### config.mk
export PLATFORM = sky130hd
export DESIGN_NAME = sd_spi_master_flat
export DESIGN_NICKNAME = d
export VERILOG_FILES = /design/src/rtl/sd_spi_pkg.sv /design/src/rtl/sd_spi_master_if.sv /design/src/rtl/sd_spi_tick.sv /design/src/rtl/sd_spi_master.sv /design/src/flat_wrapper.sv
export SDC_FILE = /design/constraint.sdc
export NUM_CORES = 1
export LEC_CHECK = 0
export ABC_AREA = 1
export CAP_MARGIN = 20
export CORE_MARGIN = 2
export CORE_UTILIZATION = 45
export DETAILED_ROUTE_END_ITERATION = 16
export PLACE_DENSITY = 0.68
export SLEW_MARGIN = 0
export SYNTH_ARGS = -nofsm -noshare
export SYNTH_HDL_FRONTEND = slang
export SYNTH_SLANG_ARGS = --single-unit
### constraint.sdc
create_clock -name fclk -period 1.9 [get_ports fclk]
set_clock_uncertainty 0.05 [all_clocks]
set_input_delay 0.19 -clock fclk [delete_from_list [all_inputs] [get_ports fclk]]
set_output_delay 0.19 -clock fclk [all_outputs]
set_load 0.01 [all_outputs]
### src/rtl/sd_spi_pkg.sv
// Shared types and constants for the SD card SPI byte engine.
package sd_spi_pkg;
  typedef enum logic [1:0] {IDLE, LOW, HIGH} state_e;

  localparam int         DIV_W     = 8;
  localparam int         BYTE_BITS = 8;
  localparam logic [7:0] RST_BYTE  = 8'hFF;
endpackage

### src/rtl/sd_spi_master_if.sv
// Byte handshake between the Z80 SD port block (slave side) and the SPI engine (master side).
// sd_slow exists only when SD_SPI_SLOW_EN is defined.
interface sd_spi_master_if;
  import sd_spi_pkg::*;

  logic                 sd_start;
  logic [BYTE_BITS-1:0] sd_datain;
  logic [BYTE_BITS-1:0] sd_dataout;
  logic                 sd_busy;
  logic                 sd_done;
`ifdef SD_SPI_SLOW_EN
  logic                 sd_slow;

  modport master (input sd_start, sd_datain, sd_slow, output sd_dataout, sd_busy, sd_done);
  modport slave  (output sd_start, sd_datain, sd_slow, input sd_dataout, sd_busy, sd_done);
`else
  modport master (input sd_start, sd_datain, output sd_dataout, sd_busy, sd_done);
  modport slave  (output sd_start, sd_datain, input sd_dataout, sd_busy, sd_done);
`endif
endinterface

### src/rtl/sd_spi_tick.sv
// Half-period divider: one-cycle tick when the count reaches half_i-1, then restarts from zero.
module sd_spi_tick
  import sd_spi_pkg::*;
(
  input  logic             clk,
  input  logic             rst,
  input  logic             clr_i,
  input  logic [DIV_W-1:0] half_i,
  output logic             tick_o
);

  logic [DIV_W-1:0] cnt_q;

  assign tick_o = !clr_i && (cnt_q == half_i - DIV_W'(1));

  always_ff @(posedge clk) begin
    if (rst || clr_i || tick_o) cnt_q <= '0;
    else                        cnt_q <= cnt_q + DIV_W'(1);
  end

endmodule

### src/rtl/sd_spi_master.sv
// SPI mode-0 byte engine for the SD port: 8 bits MSB-first, sdclk idle low.
// Optional SD_SPI_SLOW_EN adds sd_slow, selecting SLOW_HALF_DIV for a whole byte.
module sd_spi_master
  import sd_spi_pkg::*;
#(
  parameter int HALF_DIV = 2
`ifdef SD_SPI_SLOW_EN
  , parameter int SLOW_HALF_DIV = 64
`endif
) (
  input  logic            fclk,
  input  logic            rst,
  sd_spi_master_if.master sd,
  output logic            sdclk,
  output logic            sddo,
  input  logic            sddi
);

  state_e                 state_q;
  logic                   sdclk_q, busy_q, done_q, sddi_r, tick;
  logic [BYTE_BITS-1:0]   txsh_q, dataout_q;
  logic [BYTE_BITS-2:0]   rxsh_q;
  logic [2:0]             bitcnt_q;
  logic [DIV_W-1:0]       half;

`ifdef SD_SPI_SLOW_EN
  logic slow_q;

  always_ff @(posedge fclk) begin
    if (rst)                               slow_q <= 1'b0;
    else if (state_q == IDLE && sd.sd_start) slow_q <= sd.sd_slow;
  end

  assign half = slow_q ? DIV_W'(SLOW_HALF_DIV) : DIV_W'(HALF_DIV);
`else
  assign half = DIV_W'(HALF_DIV);
`endif

  always_ff @(posedge fclk) sddi_r <= sddi;

  sd_spi_tick u_tick (
    .clk    (fclk),
    .rst    (rst),
    .clr_i  (state_q == IDLE),
    .half_i (half),
    .tick_o (tick)
  );

  // MOSI is the MSB of txsh; it refills with ones so the line idles high.
  always_ff @(posedge fclk) begin
    if (rst) begin
      state_q   <= IDLE;
      sdclk_q   <= 1'b0;
      busy_q    <= 1'b0;
      done_q    <= 1'b0;
      dataout_q <= RST_BYTE;
      txsh_q    <= RST_BYTE;
      rxsh_q    <= '1;
      bitcnt_q  <= '0;
    end else begin
      done_q <= 1'b0;
      unique case (state_q)
        IDLE: if (sd.sd_start) begin
          txsh_q   <= sd.sd_datain;
          bitcnt_q <= '0;
          busy_q   <= 1'b1;
          state_q  <= LOW;
        end
        LOW: if (tick) begin
          sdclk_q <= 1'b1;
          state_q <= HIGH;
        end
        HIGH: if (tick) begin
          sdclk_q <= 1'b0;
          rxsh_q  <= {rxsh_q[BYTE_BITS-3:0], sddi_r};
          if (bitcnt_q == 3'(BYTE_BITS - 1)) begin
            dataout_q <= {rxsh_q, sddi_r};
            busy_q    <= 1'b0;
            done_q    <= 1'b1;
            txsh_q    <= RST_BYTE;
            state_q   <= IDLE;
          end else begin
            txsh_q   <= {txsh_q[BYTE_BITS-2:0], 1'b1};
            bitcnt_q <= bitcnt_q + 3'd1;
            state_q  <= LOW;
          end
        end
        default: state_q <= IDLE;
      endcase
    end
  end

  assign sdclk         = sdclk_q;
  assign sddo          = txsh_q[BYTE_BITS-1];
  assign sd.sd_busy    = busy_q;
  assign sd.sd_done    = done_q;
  assign sd.sd_dataout = dataout_q;

endmodule

### src/flat_wrapper.sv
// flat-port wrapper written by rule: the top's interface ports become plain ports
module sd_spi_master_flat import sd_spi_pkg::*;
#(
  parameter int HALF_DIV = 2

)
  (fclk, rst, sdclk, sddo, sddi, sd_sd_start, sd_sd_datain, sd_sd_dataout, sd_sd_busy, sd_sd_done);
  sd_spi_master_if sd_i ();
  input  logic fclk;
  input  logic rst;
  output logic sdclk;
  output logic sddo;
  input  logic sddi;
  input wire logic [$bits(sd_i.sd_start)-1:0] sd_sd_start;
  input wire logic [$bits(sd_i.sd_datain)-1:0] sd_sd_datain;
  output wire logic [$bits(sd_i.sd_dataout)-1:0] sd_sd_dataout;
  output wire logic [$bits(sd_i.sd_busy)-1:0] sd_sd_busy;
  output wire logic [$bits(sd_i.sd_done)-1:0] sd_sd_done;
  assign sd_i.sd_start = sd_sd_start;
  assign sd_i.sd_datain = sd_sd_datain;
  assign sd_sd_dataout = sd_i.sd_dataout;
  assign sd_sd_busy = sd_i.sd_busy;
  assign sd_sd_done = sd_i.sd_done;
  sd_spi_master #(.HALF_DIV(HALF_DIV)) u_core (.fclk(fclk), .rst(rst), .sd(sd_i), .sdclk(sdclk), .sddo(sddo), .sddi(sddi));
endmodule
==> results of run 1 <==
routing by layer:
layer / global-route usage (%) / share of wire, % / vias up
li1: - / - / 788
met1: 25.46 / 50 / 673
met2: 27.17 / 43 / 26
met3: 6.164 / 4.9 / 5
met4: 6.250 / 1.6 / 0
met5: 0 / 0 / -
worst min path at each step:
stage | startpoint | end | slack [ns] | depth (start not counted)
2_1_floorplan | sddi | u_core.sddi_r | 0.17 | 0
3_3_place_gp | u_core.sdclk | u_core.sdclk | 0.39 | 2
3_5_place_dp | u_core.sdclk | u_core.sdclk | 0.39 | 2
4_1_cts | sddi | u_core.sddi_r | 0.28 | 1
5_1_grt | sddi | u_core.sddi_r | 0.27 | 1
6_report | sddi | u_core.sddi_r | 0.29 | 1
cell type report:
type	count	area [um^2]
Fill cell	366	1554
Tap cell	48	60.06
Timing Repair Buffer	28	267.8
Inverter	24	92.59
Clock buffer	8	90.09
Sequential cell	40	800.8
Multi-Input combinational cell	152	768.2
cells in the final DEF (no fill, tap or decap), types with 4 or more instances in the layout:
cell / n
inv_1: 20
nand3_1: 24
a21oi_1: 17
dfxtp_1: 40
o211ai_1: 6
nor2_1: 21
o21ai_0: 11
buf_4: 5
o21ai_1: 4
nand2_2: 5
nand2_1: 46
clkbuf_8: 6
clkdlybuf4s50_1: 23
report_power, final:
| part | internal [W] | switching (W) |
|---|---|---|
| clock | 0.000296 | 0.000277 |
| combinational | 0.0000897 | 0.000116 |
| sequential | 0.000873 | 0.0000235 |
state kept, by name, summed over array words and instances, names as in the netlist:
signal and cells:
u_core.sd.sd_dataout 8, u_core.txsh_q 8, u_core.u_tick.cnt_q 8, u_core.rxsh_q 7, u_core.bitcnt_q 3, u_core.state_q 2
u_core.sd.sd_busy 1, u_core.sd.sd_done 1, u_core.sdclk 1, u_core.sddi_r 1
metrics by stage:
| stage | instance area [um^2] | power [W] | std cells |
|---|---|---|---|
| final | 2079 | 0.001675 | 300 |
| after global routing | 2079 | 0.001774 | 300 |
| after CTS | 2074 | 0.001694 | 300 |
| after detailed placement | 1984 | 0.001119 | 292 |
| after global placement | 1984 | 0.001120 | 292 |
| after floorplan | 1694 | 0.001046 | 222 |
logic make-up after synthesis:
kind of cell               count (synthesis)  share of synthesized area [%]
AOI/OAI and AO/OA                         40                          12.92
adders and majority gates                  4                          2.954
buffers and inverters                     30                          7.681
DFF                                       40                          47.27
and+or+nand+nor                          108                          29.17
repair_timing:
| action | 4_1_cts | 5_1_grt |
|---|---|---|
| hold endpoints to repair | 0 | 0 |
| hold buffers | 0 | 0 |
| resized for setup | 0 | 2 |
| endpoints found under the setup margin | 0 | 5 |
==> impl_metrics.toml, run 1 <==
[outcome]
outcome = "completed"

[flow_run]
drv_cap = 0

[setup_path]
setup.worst_path.start_class = "flip-flop"
cp.required_ns = 2.01
cp_max_fo = 7
crit_top_cell = "inv_1"
critPathKind = "reg2reg"
r2r-end = "u_core.sd.sd_busy"
r2r_start = "u_core.bitcnt_q[0]"
max_stage_delay_ns = 0.36
r2r_slack_ns = 0.22
arrival_ns = 1.79
cp.buffers_inverters = 3
critPathTopFamily = "adder cells"
worstSetupEndpointType = "flip-flop"
crit_path_top_delay_cell = "dfxtp_1"
worstSetupStartpoint = "u_core.bitcnt_q[0]"
path_cells = "ha_1 -> ha_2 -> inv_2 -> nor2_2 -> inv_1 -> nor2_1 -> inv_1 -> nand2_1 -> a21oi_1"
crit_cells = 9
endpoint = "u_core.sd.sd_busy"
reg2reg_depth = 9

[clock_network]
cts.sinks = 40
cts_buffer_depth = 2
clk_pin_slew_ns = 0.07
numCtsBuffers = 5
cts_tree = "done"
cts_setup_buffers = 0
root_buffer = "clkbuf_8"
cts_max_level = 2
insertion_delay_ns = 0.29

[routing]
wl_um = 3434
drtIter0Drc = 95
ant_nets = 0
wire_per_inst_um = 11.45
vias = 1492
vias_per_cell = 4.973
dr.pass1.iters = 4
drc = 0

[floorplanning]
die_h_um = 65.36
io_pins = 24
initial_core_util_pct = 46.63
die-area_um2 = 4271
die_w_um = 65.36
core_um2 = 3633
rows = 22

[sta]
setup_ws_ns = 0.2232
maxSlewHeadroom_pct = 71.82
setup_viol = 0
final-hold-violation-count = 0
worst_pin_slew_ns = 0.4213
fmax_mhz = 596.4
holdWs_ns = 0.2875
drv_slew = 0
rsz0062_at_grt = "false"
fin_crit_sh_pct = 88.25
tns_ns = 0
min_period_ns = 1.677

[synth]
synth.most_common_cell = "nand2_1"
synth_top_cell_by_area = "dfxtp_1"
synthFlopType = "dfxtp_1"
synth.distinct_cells = 24
synthCells = 222
synth-edff-count = 0
synth_seq_cells = 40
synth.area.top_cells = "dfxtp_1 (47%), nand2_1 (10%), nand3_1 (7.1%)"
syn_area_per_cell_um2 = 7.631
synth_commonest_cells = "nand2_1 (47), dfxtp_1 (40), nand3_1 (24)"
async_flop_share_pct = 0
yosys.area.top_type_share_pct = 47.27
netlist_area_um2 = 1694
yosysWarnings = 0
synth_nets = 238
seq_area_frac_synth_pct = 47.27

[global_route]
grt_pass1_wl_um = 6058
grt_usage_pct = 18.51
antenna_found_initial = 0
grt_max_degree = 18
grt_pass1_vias = 1327
grt-ovfl-total = 0

[worst_hold_path]
hold_path_class = "in2reg"

[finish]
layout-drive-gt1-share_pct = 11.11
finish.utilization_pct = 57.23
nNetsFinal = 267
num_antenna_cells = 0
syn_to_final_growth_pct = 22.75

[pwr]
peakVddDrop_mv = 0.5428
leakagePower_nw = 0.9389
power_density_nw_per_um2 = 805.5

[placed_design]
place_ws_ns = 0.1196
hpwl_um = 2497
gp_congestion = 0.7815
io_buffers = 23
(Power assumes the default switching activity.)
==> inputs of run 2 (changes only) <==
--- a/config.mk
+++ b/config.mk
@@ -7,9 +7,11 @@
 export LEC_CHECK = 0
 export ABC_AREA = 1
 export CAP_MARGIN = 20
+export CORE_ASPECT_RATIO = 0.5
 export CORE_MARGIN = 2
 export CORE_UTILIZATION = 45
 export DETAILED_ROUTE_END_ITERATION = 16
+export HOLD_SLACK_MARGIN = 0.1
 export PLACE_DENSITY = 0.68
 export SLEW_MARGIN = 0
 export SYNTH_ARGS = -nofsm -noshare
==> run 2 against run 1 <==
Against the previous run: first-iteration DRC count shrank 40%; global-route usage decreased by 0.99 points; register-to-register slack worse by 0.02 ns; fmax is 1.1% lower; hold slack improved by 0.00062 ns; core utilization up 2.3 points; flip-flop and latch count unchanged; total power grew 5.8%; design area up 0.54%; clock-buffer cell count is 2 lower; largest power group unchanged; final cell count is 0.67% higher; non-clock buffer count is 1 lower.
==> impl_metrics.toml, run 2 (synthesized netlist as in run 1, its figures left out) <==
[finish]
num_antenna_cells = 0
syn_to_final_growth_pct = 23.41
final_cell_mix = "nand2_1 (46), dfxtp_1 (40), nand3_1 (24)"
final_common_cell = "nand2_1"
nNetsFinal = 266
layout-drive-gt1-share_pct = 10.76

[clock_network]
holdBufCountCts = 0
numCtsBuffers = 5
cts_buffer_depth = 2
cts_resized = 0
clk_pin_slew_ns = 0.08
cts.sinks = 40
insertion_delay_ns = 0.29
cts_setup_buffers = 0
root_buffer = "clkbuf_8"
cts_max_level = 2
cts_tree = "done"

[routing]
wl_um = 3511
vias = 1493
dr.pass1.iters = 4
ant_nets = 0
drtIter0Drc = 57
vias_per_cell = 4.944
wire_per_inst_um = 11.63
drc = 0

[setup_path]
path_cells = "ha_1 -> ha_1 -> inv_2 -> nor2_2 -> inv_1 -> nor2_1 -> inv_1 -> nand2_1 -> a21oi_1"
arrival_ns = 1.83
critPathKind = "reg2reg"
crit_path_top_delay_cell = "dfxtp_1"
setup.worst_path.start_class = "flip-flop"
cp_max_fo = 7
max_stage_delay_ns = 0.35
worstSetupEndpointType = "flip-flop"
cp.required_ns = 2.03

[placed_design]
gp_congestion = 0.7916
hpwl_um = 2475
io_buffers = 23

[global_route]
grt_pass1_vias = 1335
grt_usage_pct = 17.52
grt-ovfl-total = 0
grt_max_degree = 18
grt_pass1_wl_um = 5754
antenna_found_initial = 0

[floorplanning]
die_h_um = 47.39
rows = 15
die_w_um = 90.77
initial_core_util_pct = 48.27
io_pins = 24
core_um2 = 3510
die-area_um2 = 4301

[flow_run]
drv_cap = 0

[pwr]
peakVddDrop_mv = 0.3312
power_density_nw_per_um2 = 847.9
leakagePower_nw = 0.9465

[sta]
maxSlewHeadroom_pct = 81.53
tns_ns = 0
drv_slew = 0
worst_pin_slew_ns = 0.2767
rsz0062_at_grt = "false"
final-hold-violation-count = 0
setup_viol = 0
min_period_ns = 1.696
holdWs_ns = 0.2882
fin_crit_sh_pct = 89.28
fmax_mhz = 589.5

[outcome]
outcome = "completed"

[worst_hold_path]
hold_path_class = "in2reg"
## run 2: cell types whose count changed in the layout (fill, tap and decap cells not counted), sizes merged
cell and delta:
buf -1, clkbuf -2, bufinv +1, clkinv +1
## run 2: final timing paths
path / startpoint / to / slack (ns) / cells past startpoint
setup / recovery: u_core.bitcnt_q[0] / u_core.sd.sd_busy / 0.20 / 9
hold / removal: sddi / u_core.sddi_r / 0.29 / 1
setup reg to reg: u_core.bitcnt_q[0] / u_core.sd.sd_busy / 0.20 / 9
hold reg to reg: u_core.sdclk / u_core.sdclk / 0.41 / 2
## run 2: metrics by stage
stage | utilization (%) | instance area [um^2] | power, W | instances | setup WS, ns
4_1_cts | 59.50 | 2088 | 0.001790 | 302 | 0.1333
5_1_grt | 59.57 | 2091 | 0.001868 | 302 | 0.01654
3_5_place_dp | 56.43 | 1981 | 0.001115 | 294 | 0.1462
6_report | 59.57 | 2091 | 0.001773 | 302 | 0.2037
2_1_floorplan | - | 1694 | 0.001046 | 222 | 0.4081
3_3_place_gp | 56.43 | 1981 | 0.001114 | 294 | 0.2470
## run 2: cell type report
class / instances / area (um^2)
Clock buffer: 6 / 72.57
Inverter: 24 / 92.59
Sequential cell: 40 / 800.8
Multi-Input combinational cell: 152 / 765.7
Clock inverter: 2 / 35.03
Fill cell: 344 / 1419
Tap cell: 51 / 63.81
Timing Repair Buffer: 27 / 260.3
## run 2: per-layer routing
metal / track usage (%) / wire length [um]
met4: 7.273 / 0
met3: 4.976 / 183
met2: 31.79 / 1680
met1: 20.78 / 1647
met5: 0 / 0
## run 2: critical path: cells and delay by family (launching register included)
family / cells / cell delay (ns)
compound gates: 1 / 0.05
fa+ha+maj: 2 / 0.45
simple gates: 3 / 0.39
flops: 1 / 0.35
buf+inv: 3 / 0.29
## run 2: power by group
group          internal (W)  switching (W)  leakage (nW)
Sequential         0.000873      0.0000212         0.326
Combinational     0.0000872       0.000116         0.565
Clock              0.000390       0.000286        0.0552
Total               0.00135       0.000423         0.946
==> inputs of run 3 (changes only) <==
--- a/config.mk
+++ b/config.mk
@@ -5,14 +5,13 @@
 export SDC_FILE = /design/constraint.sdc
 export NUM_CORES = 1
 export LEC_CHECK = 0
-export ABC_AREA = 1
+export ABC_AREA = 0
 export CAP_MARGIN = 20
 export CORE_ASPECT_RATIO = 0.5
 export CORE_MARGIN = 2
-export CORE_UTILIZATION = 45
+export CORE_UTILIZATION = 30
 export DETAILED_ROUTE_END_ITERATION = 16
 export HOLD_SLACK_MARGIN = 0.1
-export PLACE_DENSITY = 0.68
 export SLEW_MARGIN = 0
 export SYNTH_ARGS = -nofsm -noshare
 export SYNTH_HDL_FRONTEND = slang
==> run 3 against run 2 <==
Against the previous run: critical path depth fell by 4; routed wire length is 3.7% lower; critical path type unchanged; die area is 46% higher; flip-flop and latch count unchanged; register-to-register slack lost 0.07 ns.
==> impl_metrics.toml, run 3 <==
[outcome]
outcome = "completed"

[synth]
synthFlopType = "dfxtp_1"
synth_seq_cells = 40
synth_top_cell_by_area = "dfxtp_1"
synth_nets = 194
synth.area.top_cells = "dfxtp_1 (48%), mux2i_1 (10%), nor2_1 (7.1%)"
yosys.area.top_type_share_pct = 47.55
synth_commonest_cells = "dfxtp_1 (40), nor2_1 (32), mux2i_1 (17)"
synth.distinct_cells = 34
seq_area_frac_synth_pct = 47.55
yosysWarnings = 0
async_flop_share_pct = 0
synthCells = 178
synth-edff-count = 0
syn_area_per_cell_um2 = 9.461
synth.most_common_cell = "dfxtp_1"
netlist_area_um2 = 1684

[clock_network]
cts_resized = 0
cts_max_level = 2
root_buffer = "clkbuf_8"
clk_pin_slew_ns = 0.08
numCtsBuffers = 5
holdBufCountCts = 0
cts_buffer_depth = 2
insertion_delay_ns = 0.28
cts_tree = "done"
cts_setup_buffers = 0
cts.sinks = 40

[finish]
stdcell_count = 282
num_antenna_cells = 0
finalInstanceArea_um2 = 2146
final_common_cell = "dfxtp_1"
syn_to_final_growth_pct = 27.41
nNetsFinal = 224
final_cell_mix = "dfxtp_1 (40), nor2_1 (32), clkdlybuf4s50_1 (23)"
layout-drive-gt1-share_pct = 11.96

[pwr]
peakVddDrop_mv = 0.2818
sw_frac_of_total_pct = 23.05
power_switching_w = 0.0003746
p_comb_share_pct = 10.0
clkPwrFrac_pct = 35.4
leakagePower_nw = 0.9255
power_density_nw_per_um2 = 757.3
seqPwrFrac_pct = 54.7
intPower_w = 0.001250

[floorplanning]
core_um2 = 5444
initial_core_util_pct = 30.94
rows = 19
io_pins = 24
die-area_um2 = 6266
die_w_um = 110.0
die_h_um = 56.98

[placed_design]
dpl.cell_count = 274
io_buffers = 23
gp_congestion = 0.7973
postPlaceCellArea_um2 = 2043
hpwl_um = 2431

[global_route]
grt-ovfl-total = 0
grt_usage_pct = 11.82
grt_pass1_wl_um = 5899
grt_max_degree = 29
antenna_found_initial = 0
grt_pass1_vias = 1328

[setup_path]
cp.buffers_inverters = 1
crit_path_top_delay_cell = "or3b_4"
max_stage_delay_ns = 0.43
cp.required_ns = 2.03
critPathKind = "reg2reg"
worstSetupEndpointType = "flip-flop"
reg2reg_depth = 5
crit_cells = 5
path_cells = "inv_1 -> ha_1 -> or3b_4 -> nor4_4 -> mux2_1"
critPathTopFamily = "simple AND/OR/NAND/NOR gates"
setup.worst_path.start_class = "flip-flop"
r2r_slack_ns = 0.14
r2r_start = "u_core.u_tick.cnt_q[1]"
cp_max_fo = 5
arrival_ns = 1.89
r2r-end = "u_core.bitcnt_q[0]"

[sta]
drv_slew = 0
fin_crit_sh_pct = 92.79
tns_ns = 0
worst_pin_slew_ns = 0.4431
maxSlewHeadroom_pct = 70.46
min_period_ns = 1.763
rsz0062_at_grt = "false"
setup_viol = 0
fmax_mhz = 567.2
final-hold-violation-count = 0

[routing]
wire_per_inst_um = 11.99
vias_per_cell = 4.684
drtIter0Drc = 76
drc = 0
wl_um = 3381
dr.pass1.iters = 4
ant_nets = 0
vias = 1321

[worst_hold_path]
hold_path_class = "in2reg"
min_to = "u_core.sddi_r"
worstHoldStart = "sddi"
hold-path-cell-count = 1

[flow_run]
drv_cap = 0
[run 3: worst max path at each step]
stage | from | endpoint | slack [ns]
after floorplan | u_core.u_tick.cnt_q[0] | u_core.bitcnt_q[0] | 0.07
after global placement | sd_sd_start | u_core.txsh_q[6] | 0.12
after detailed placement | sd_sd_start | u_core.txsh_q[6] | 0.1
after CTS | u_core.u_tick.cnt_q[1] | u_core.txsh_q[1] | 0.11
after global routing | u_core.u_tick.cnt_q[1] | u_core.bitcnt_q[1] | 0.06
final | u_core.u_tick.cnt_q[1] | u_core.bitcnt_q[0] | 0.14
[run 3: power by group through the flow]
stage                     registers (W)  clock network, W  logic (W)
after floorplan                0.000904                 0  0.0000884
after global placement         0.000906                 0   0.000159
after detailed placement       0.000908                 0   0.000162
after CTS                      0.000888          0.000597   0.000162
after global routing           0.000893          0.000627   0.000177
final                          0.000888          0.000575   0.000162
[run 3: metrics by stage]
step                setup WS (ns)  hold WS [ns]   power, W  utilization, %
floorplan                 0.06681        0.1677  0.0009928               -
global placement           0.1183        0.4078   0.001065           37.53
detailed placement        0.09689        0.4233   0.001069           37.53
CTS                        0.1104        0.3034   0.001647           39.19
global route              0.06233        0.2966   0.001698           39.42
finish                     0.1369        0.3039   0.001625           39.42
[run 3: cell families after synthesis]
logic type	after synthesis	synth area share (%)
buf+inv	20	4.607
mux	18	10.77
fa+ha+maj	4	2.972
simple gates	64	19.91
compound gates	29	12.63
flops	40	47.55
xor+xnor	3	1.560
[run 3: layout make-up]
cell class | instances | area (um^2)
Clock buffer | 8 | 90.09
Fill cell | 540 | 3298
Inverter | 10 | 37.54
Multi-Input combinational cell | 118 | 820.8
Sequential cell | 40 | 800.8
Tap cell | 73 | 91.34
Timing Repair Buffer | 33 | 305.3
[run 3: layer usage]
layer / up-vias / global-route usage (%) / wire (um) / part of all wire [%]
li1: 683 / - / - / -
met5: - / 0 / 0 / 0
met3: 4 / 2.971 / 89 / 2.6
met2: 14 / 19.54 / 1552 / 46
met1: 620 / 15.25 / 1710 / 51
met4: 0 / 3.797 / 27 / 0.80
